--- config.mk ---
export PLATFORM = sky130hd
export DESIGN_NAME = pipelined_adder
export DESIGN_NICKNAME = d
export VERILOG_FILES = /design/src/rtl/pipelined_adder.sv
export SDC_FILE = /design/constraint.sdc
export NUM_CORES = 1
export LEC_CHECK = 0
export BUFFER_PORTS_ARGS = -buffer_cell sky130_fd_sc_hd__buf_4
export CORE_ASPECT_RATIO = 0.9
export CORE_MARGIN = 2
export CORE_UTILIZATION = 48
export DETAILED_ROUTE_END_ITERATION = 8
export GPL_ROUTABILITY_DRIVEN = 0
export PLACE_DENSITY = 0.79
export SLEW_MARGIN = 20
export SYNTH_ARGS = -nofsm -noshare
export SYNTH_HDL_FRONTEND = slang
export SYNTH_SLANG_ARGS = --single-unit
--- constraint.sdc ---
create_clock -name clk -period 7.8 [get_ports clk]
set_clock_uncertainty 0.1 [all_clocks]
set_input_delay 0.78 -clock clk [delete_from_list [all_inputs] [get_ports clk]]
set_output_delay 0.78 -clock clk [all_outputs]
set_load 0.01 [all_outputs]
--- src/rtl/pipelined_adder.sv ---
// Pipelined ripple adder/subtractor: N bits split into S chunks, one chunk per stage,
// with the carry registered between stages and a valid/ready handshake on both ends.

module pipelined_adder_stage #(
  parameter int N = 32,
  parameter int W = 8,
  parameter int K = 0
) (
  input  logic         clk,
  input  logic         rst_n,
  input  logic         en,
  input  logic         vld_d,
  input  logic [N-1:0] a_d,
  input  logic [N-1:0] b_d,
  input  logic         c_d,
  input  logic [N-1:0] res_d,
  output logic         vld_q,
  output logic [N-1:0] a_q,
  output logic [N-1:0] b_q,
  output logic         c_q,
  output logic [N-1:0] res_q,
  output logic         ovf_q
);
  logic [W:0]   ch;
  logic [N-1:0] res_n;
  logic         ovf_n;

  assign ch = {1'b0, a_d[K*W +: W]} + {1'b0, b_d[K*W +: W]} + {{W{1'b0}}, c_d};

  always_comb begin
    res_n = res_d;
    res_n[K*W +: W] = ch[W-1:0];
  end

  // Carry into the MSB is recovered from the MSB sum bit; only meaningful in the top chunk.
  assign ovf_n = ch[W] ^ a_d[N-1] ^ b_d[N-1] ^ ch[W-1];

  always_ff @(posedge clk) begin
    if (!rst_n) begin
      vld_q <= 1'b0;
      a_q   <= '0;
      b_q   <= '0;
      c_q   <= 1'b0;
      res_q <= '0;
      ovf_q <= 1'b0;
    end else if (en) begin
      vld_q <= vld_d;
      a_q   <= a_d;
      b_q   <= b_d;
      c_q   <= ch[W];
      res_q <= res_n;
      ovf_q <= ovf_n;
    end
  end
endmodule

module pipelined_adder #(
  parameter int N = 32,
  parameter int S = 4
) (
  input  logic         clk,
  input  logic         rst_n,
  input  logic         in_valid,
  output logic         in_ready,
  input  logic [N-1:0] a,
  input  logic [N-1:0] b,
  input  logic         cin,
  input  logic         sub,
  output logic         out_valid,
  input  logic         out_ready,
  output logic [N-1:0] sum,
  output logic         cout,
  output logic         ovf
);
  localparam int W = N / S;

  logic                stall;
  logic [S:0]          vld_pipe;
  logic [S-1:0][N-1:0] a_q, b_q, res_q;
  logic [S-1:0]        c_q, ovf_q;
  logic [N-1:0]        b_eff;
  logic                unused_ok;

  // Whole pipe freezes when the output beat is blocked; bubbles are never squeezed out.
  assign stall       = vld_pipe[S] & ~out_ready;
  assign in_ready    = ~stall;
  assign vld_pipe[0] = in_valid;
  assign b_eff       = sub ? ~b : b;

  for (genvar k = 0; k < S; k++) begin : g_stage
    if (k == 0) begin : g_first
      pipelined_adder_stage #(.N(N), .W(W), .K(k)) u_stage (
        .clk(clk), .rst_n(rst_n), .en(~stall),
        .vld_d(vld_pipe[0]), .a_d(a), .b_d(b_eff), .c_d(sub | cin), .res_d('0),
        .vld_q(vld_pipe[1]), .a_q(a_q[0]), .b_q(b_q[0]), .c_q(c_q[0]),
        .res_q(res_q[0]), .ovf_q(ovf_q[0])
      );
    end else begin : g_next
      pipelined_adder_stage #(.N(N), .W(W), .K(k)) u_stage (
        .clk(clk), .rst_n(rst_n), .en(~stall),
        .vld_d(vld_pipe[k]), .a_d(a_q[k-1]), .b_d(b_q[k-1]), .c_d(c_q[k-1]),
        .res_d(res_q[k-1]),
        .vld_q(vld_pipe[k+1]), .a_q(a_q[k]), .b_q(b_q[k]), .c_q(c_q[k]),
        .res_q(res_q[k]), .ovf_q(ovf_q[k])
      );
    end
  end

  assign out_valid = vld_pipe[S];
  assign sum       = res_q[S-1];
  assign cout      = c_q[S-1];
  assign ovf       = ovf_q[S-1];

  // Last-stage operand copies and lower-stage overflow flags have no consumer.
  assign unused_ok = ^{a_q[S-1], b_q[S-1], ovf_q};
endmodule
Word level (Yosys, flattened, before mapping). Cells that the tools add are included.

Multiplexer cells: 1. Divide/modulo/power cells: 0. Eq/ne operators: 0. Order comparisons: 0. Add/sub/neg operators: 8. Reduce and logical (&&, ||, !) cells: 0. Multiply operators: 0. Bitwise gates (word level): 8. Shift operators: 0.

Operators by type and width (count): adder 8 x 8 -> 9 bit (4); adder 9 x 1 -> 9 bit (4); 2-to-1 mux 32 bit (1); inverter 32 bit (1); bitwise XOR 1 bit (3); inverter 1 bit (2); AND 1 bit (1); OR 1 bit (1).

Register bits after elaboration: 281. Bits of input ports: 70. Output and inout port bits: 36. Bits in read-only memories: 0. Memories kept: 0. Memory bits (writable): 0. Logic and storage cells: 36. Bits in latches: 0.

Depth between registers and ports, before layout. Gate-level depths: netlist (run 1).

Word-level depth: 5. Depth in mapped cells: 10. Mapped depth without buffers: 9.

Hierarchy. Synthesis (run 1) repeated with hierarchy kept, for this count alone.

Cell total of the unflattened synthesis: 1519. Area total of the unflattened synthesis: 15991.6 µm².

Modules (own cells, without submodules): pipelined_adder_stage (g_stage[0].g_first.u_stage ...) (cells each 369, instances 2, area each 3833.7 µm², seq. area each 1981.9 µm²); pipelined_adder_stage (g_stage[2].g_next.u_stage) (cells each 376, instances 1, area each 4140.2 µm², seq. area each 1981.9 µm²); pipelined_adder_stage (g_stage[3].g_next.u_stage) (cells each 366, instances 1, area each 3816.2 µm², seq. area each 1981.9 µm²); pipelined_adder (cells each 39, instances 1, area each 367.9 µm², seq. area each 0.0 µm²).

Worst setup path before layout (run 1). Ideal clock, no wire load.

Kind: input to register. From: input port sub. To: register g_stage[0].g_first.u_stage.res_q[6]. Stages: 10. Required time: 7584 ps. Setup time: 116 ps. Path slack: 4647 ps. Arrival time: 2937 ps. Cells stage by stage: clkbuf_1 -> buf_2 -> xnor2_1 -> fa_1 -> fa_1 -> nor2b_1 -> o21ai_1 -> a21oi_1 -> o21ai_0 -> a41o_1.

Longest elaborated chain between the ends: 3. Elaborated cells between the ends (all ways): 4. Those cells by class: add/sub: 2; mux: 1; bitwise: 1.

RTL lines: start, declared (RTL line 68) `input logic sub,`; 2-to-1 mux 32 bit (RTL line 88) `assign b_eff = sub ? ~b : b;`; adder 8 x 8 -> 9 bit (RTL line 28) `assign ch = {1'b0, a_d[K*W +: W]} + {1'b0, b_d[K*W +: W]} + {{W{1'b0}}, c_d};`; adder 9 x 1 -> 9 bit (*) (RTL line 28); end signal, assigned (RTL line 51) `res_q <= res_n;`; end, declared (RTL line 21) `output logic [N-1:0] res_q,`.

Every way passes the cells marked *; elsewhere a longest branch is shown, timed or not. A chain may end at the register's enable or synchronous reset.

Final worst setup path (run 1).
From: input port out_ready. To: output port in_ready.

Longest elaborated chain between the ends: 3.

RTL lines: start, declared (RTL line 70) `input logic out_ready,`; inverter 1 bit (RTL line 85) `assign stall = vld_pipe[S] & ~out_ready;`; AND 1 bit (RTL line 85); inverter 1 bit; end, declared (RTL line 64) `output logic in_ready,`.

Every way passes these cells.

==> results.yml, run 1 <==
sta:
  finalSetupViolations: 0
  tns_ns: 0
  period_needed_ns: 3.332
  fin_crit_sh: 0.4272
  finalHoldViolCount: 0
  maxSlewViolCount: 0
  rsz0062_at_grt: "no"
  max_freq_mhz: 300.1
  slew_headroom: 0.3967
  worst_pin_slew_ns: 0.9050
clocking:
  postCtsSetupBuffers: 0
  holdBufCountCts: 0
  clock_sinks: 185
  cts_tree: "yes"
  root_buffer: "clkbuf_16"
  cts-resized-gates: 0
  clkTransAtPathRegs_ns: 0.07
  clockBufferDepth: 2
  cts_buffers: 17
  htree_levels: 4
  insertion_delay_ns: 0.43
logic_synthesis:
  ys_types: 47
  synth-main-ff-cell: "dfxtp_1"
  avgSynthCellArea_um2: 8.185
  yosys.area.top_type_share: 0.4675
  syn_area_um2: 7923
  ys_warn_count: 0
  synth_area_leaders: "dfxtp_1, nand2_1, a21oi_1"
  synth_cells: 968
  synthArstFlopShare: 0
  synth_top_area_cell: "dfxtp_1"
  ys_seq_area_frac: 0.4675
  ys_seq_elements: 185
  synth-edff-count: 0
  synthesis.nets: 1074
global_route:
  grt_pass1_vias: 5966
  grt_max_degree: 118
  grt_antenna_before_repair: 0
  grt_pass1_wl_mm: 28.54
  track_usage: 0.1949
  overflow: 0
critical_path:
  start_kind: "input port"
  crit_fanout: 117
  worstSetupPathType: "input port to output port"
  r2r_cells: 6
  setup.worst_path.end_class: "output port"
  worstReg2RegStart: "g_stage[3].g_next.u_stage.vld_q"
  crit_start: "out_ready"
  cp.required_ns: 6.92
  cp.arrival_ns: 2.45
detailed_routing:
  vias: 6553
  finalWirelength_mm: 16.79
  wl_per_cell_um: 13.46
  via_per_inst: 5.251
  first_pass_iters: 7
  drc: 0
  drtIter0Drc: 554
  drt.antenna.violating_nets: 0
placement:
  dpl_cell_area_um2: 8757
  io_buffer_count: 105
  dp_cells: 1216
  dpl.hpwl_mm: 10.88
floorplanning:
  core_um2: 16130
  initial_core_util: 0.4912
  rows: 44
  ioPinCount: 106
  dieHeight_um: 125.9
  die_w_um: 139.4
  dieArea_um2: 17550
pwr:
  irDropWorstVdd_uv: 167.8
  power.leakage_nw: 3.893
  power_mw: 2.087
  powerDensity_nw_per_um2: 223.9
finish:
  nets: 1134
  fin_util: 0.5777
  final_cell_area_um2: 9319
  area_growth_pct: 17.62
  fin_cells: 1248
  drive_above_1_share: 0.1422
  n_antenna_cell: 0
  final_cell_mix: "nand2_1, dfxtp_1, a21oi_1"
  final_common_cell: "nand2_1"
min_path:
  hold_class: "flop to flop"
  min_from: "g_stage[1].g_next.u_stage.res_q[1]"
  min_path_cells: 2
flow_run:
  maxCapViolations: 0
outcome:
  status: "finished, final reports clean"
synth_stat cells (8+ instances only):
library cell  instances
dfxtp_1             185
ha_1                 28
fa_1                  8
nor2_1               44
xnor2_1              31
clkbuf_1             59
o21ai_1               8
a211oi_1             34
o21ai_0              14
nand2_1             277
a21oi_1             149
xor2_1               11
inv_1                19
kinds of logic after synthesis:
group                      count (synthesis)  synth area share
and+or+nand+nor                          367            0.1898
xor gates and xnor gates                  43           0.04927
AOI/OAI and AO/OA                        249            0.1867
adders and majority gates                 36           0.06443
DFF                                      185            0.4675
buffers and inverters                     88           0.04232
power breakdown:
part           internal, mW  switching (mW)  total, mW  leakage, nW
clock network         0.419           0.390      0.809        0.268
registers              1.01          0.0350       1.04         1.52
logic                 0.114           0.122      0.235         2.10
critical path, stage by stage:
cell and delay [ns]:
buf_4 0.12, nor2b_4 0.09, buf_4 0.60, inv_6 0.44, buf_4 0.30
path summary, 6_finish.rpt:
path,to,slack (ns)
max reg2reg,g_stage[0].g_first.u_stage.b_q[31],4.87
min,g_stage[2].g_next.u_stage.res_q[1],0.35
max,in_ready,4.47
min reg2reg,g_stage[2].g_next.u_stage.res_q[1],0.35
area by class of cell:
| cell class | instances | area, µm² |
|---|---|---|
| Clock buffer | 17 | 425.4 |
| Clock inverter | 15 | 132.6 |
| Fill cell | 1455 | 6812 |
| Inverter | 20 | 85.08 |
| Multi-Input combinational cell | 695 | 3891 |
| Sequential cell | 185 | 3704 |
| Tap cell | 207 | 259.0 |
| Timing Repair Buffer | 109 | 822.0 |
metrics by stage:
stage	worst slack, ns	hold slack, ns
global route	4.337	0.3687
CTS	4.524	0.3500
finish	4.468	0.3473
detailed placement	4.328	0.3439
floorplan	4.647	0.3319
global placement	4.327	0.3376
flip-flops by register name (all words and copies together) (netlist names):
register / count
g_stage.g_first.u_stage.a_q: 24
g_stage.g_first.u_stage.vld_q: 1
g_stage.g_next.u_stage.a_q: 24
g_stage.g_next.u_stage.c_q: 3
g_stage.g_next.u_stage.res_q: 72
g_stage.g_next.u_stage.ovf_q: 1
g_stage.g_first.u_stage.b_q: 24
g_stage.g_next.u_stage.b_q: 24
g_stage.g_first.u_stage.res_q: 8
g_stage.g_first.u_stage.c_q: 1
g_stage.g_next.u_stage.vld_q: 3
layer usage:
layer,track usage,vias to the layer above,part of all wire
li1,-,3376,-
met1,0.2994,2994,0.52
met2,0.2716,165,0.42
met3,0.04639,18,0.050
met4,0.05348,0,0.013
met5,0,-,0
No activity file was read; power rests on OpenSTA's default activity.
==> run 2, diff against run 1 <==
- PLACE_DENSITY: 0.79 -> 0.82
- clock period: 7.8 -> 2.8 ns (I/O delays scaled with it)
==> run 2 against run 1 <==
Combinational power grew to 2.9 times the previous value. Flip-flop and latch count is the same. Utilization grew 1.2 points.
==> results.yml, run 2 (same netlist as run 1, synthesis figures left out) <==
sta:
  finalSetupViolations: 0
  rsz0062_at_grt: "no"
  worst_hold_slack_ns: 0.004289
  fin_crit_sh: 0.9175
  worst_pin_slew_ns: 0.7977
  slew_headroom: 0.4682
  tns_ns: 0
  max_freq_mhz: 389.2
  period_needed_ns: 2.569
  finalHoldViolCount: 0
  setup_ws_ns: 0.2309
  maxSlewViolCount: 0
floorplanning:
  rows: 44
  dieArea_um2: 17550
  core_um2: 16130
  ioPinCount: 106
  die_w_um: 139.4
  dieHeight_um: 125.9
  initial_core_util: 0.4912
detailed_routing:
  drc: 0
  via_per_inst: 5.258
  vias: 6641
  wl_per_cell_um: 13.87
  drtIter0Drc: 541
  finalWirelength_mm: 17.52
  drt.antenna.violating_nets: 0
  first_pass_iters: 5
pwr:
  irDropWorstVdd_uv: 444.0
  power_mw: 6.000
  power.leakage_nw: 3.984
  powerDensity_nw_per_um2: 630.8
placement:
  dpl_cell_area_um2: 8842
  io_buffer_count: 105
  dpl.hpwl_mm: 11.73
  dp_cells: 1224
  dpl_worst_slack_ns: 0.2050
finish:
  final_cell_mix: "nand2_1, dfxtp_1, a21oi_1"
  fin_cells: 1263
  area_growth_pct: 20.06
  nets: 1149
  largest_register_ff_count: 72
  n_antenna_cell: 0
  final_cell_area_um2: 9512
  fin_util: 0.5897
  top_register: "g_stage.g_next.u_stage.res_q"
  final_common_cell: "nand2_1"
  drive_above_1_share: 0.1477
clocking:
  cts-resized-gates: 0
  cts_tree: "yes"
  clockBufferDepth: 2
  root_buffer: "clkbuf_16"
  cts_buffers: 17
  htree_levels: 4
  clkTransAtPathRegs_ns: 0.07
  clock_sinks: 185
  insertion_delay_ns: 0.43
critical_path:
  cp.arrival_ns: 2.83
  cp.buffers_inverters: 0
  crit_fanout: 3
  crit_chain: "fa_1, fa_1, a211oi_1, o21ai_1, a21oi_2, xnor3_1, a21oi_1"
  cp_slowest_stage_delay_ns: 0.49
  critPathSlowestCell: "fa_1"
  start_kind: "flop"
  setup.worst_path.end_class: "flop"
  cpLargestDelayFamily: "adder cells"
  cp.required_ns: 3.06
  worstSetupPathType: "flop to flop"
  cpMostUsedCell: "fa_1"
global_route:
  track_usage: 0.2016
  grt_max_degree: 171
  overflow: 0
  grt_pass1_wl_mm: 29.24
  grt_pass1_vias: 6162
  grt_antenna_before_repair: 0
outcome:
  status: "finished, final reports clean"
flow_run:
  maxCapViolations: 0
min_path:
  hold_class: "input port to flop"
==> run 2: routing by layer <==
layer | up-vias | share of wire | global-route usage
li1 | 3401 | - | -
met1 | 3075 | 0.49 | 0.2912
met2 | 150 | 0.44 | 0.2982
met3 | 15 | 0.059 | 0.04753
met4 | 0 | 0.0098 | 0.06595
met5 | - | 0 | 0
==> run 2: power by group <==
part           internal, mW  switching, mW  leakage, nW
registers              2.81         0.0958         1.52
logic                 0.332          0.354         2.18
clock network          1.36           1.05        0.286
total                  4.50           1.50         3.98
==> run 2: final timing paths <==
check	start	end	slack [ns]	cells past startpoint
max	g_stage[2].g_next.u_stage.a_q[24]	g_stage[3].g_next.u_stage.ovf_q	0.23	7
min reg2reg	g_stage[3].g_next.u_stage.res_q[11]	g_stage[3].g_next.u_stage.res_q[11]	0.35	2
max reg2reg	g_stage[2].g_next.u_stage.a_q[24]	g_stage[3].g_next.u_stage.ovf_q	0.23	7
min	a[8]	g_stage[0].g_first.u_stage.a_q[8]	0.004	3
==> run 2: layout make-up <==
type,instances,area [µm²]
clock buffers,18,439.2
clock inverters,14,160.2
fillers,1470,6619
inverters,20,85.08
multi-input cells,695,3891
flip-flops and latches,185,3704
well taps,207,259.0
repair buffers,124,973.4
==> run 2: tightest hold or removal path, cell delays in order <==
cell     delay (ns)
buf_4          0.11
nand2_1        0.05
a21oi_1        0.06
==> run 2: what timing repair did <==
action / in CTS / in global routing
buffers inserted: 0 / 0
endpoints found under the hold margin: 6 / 1
hold buffers: 6 / 1
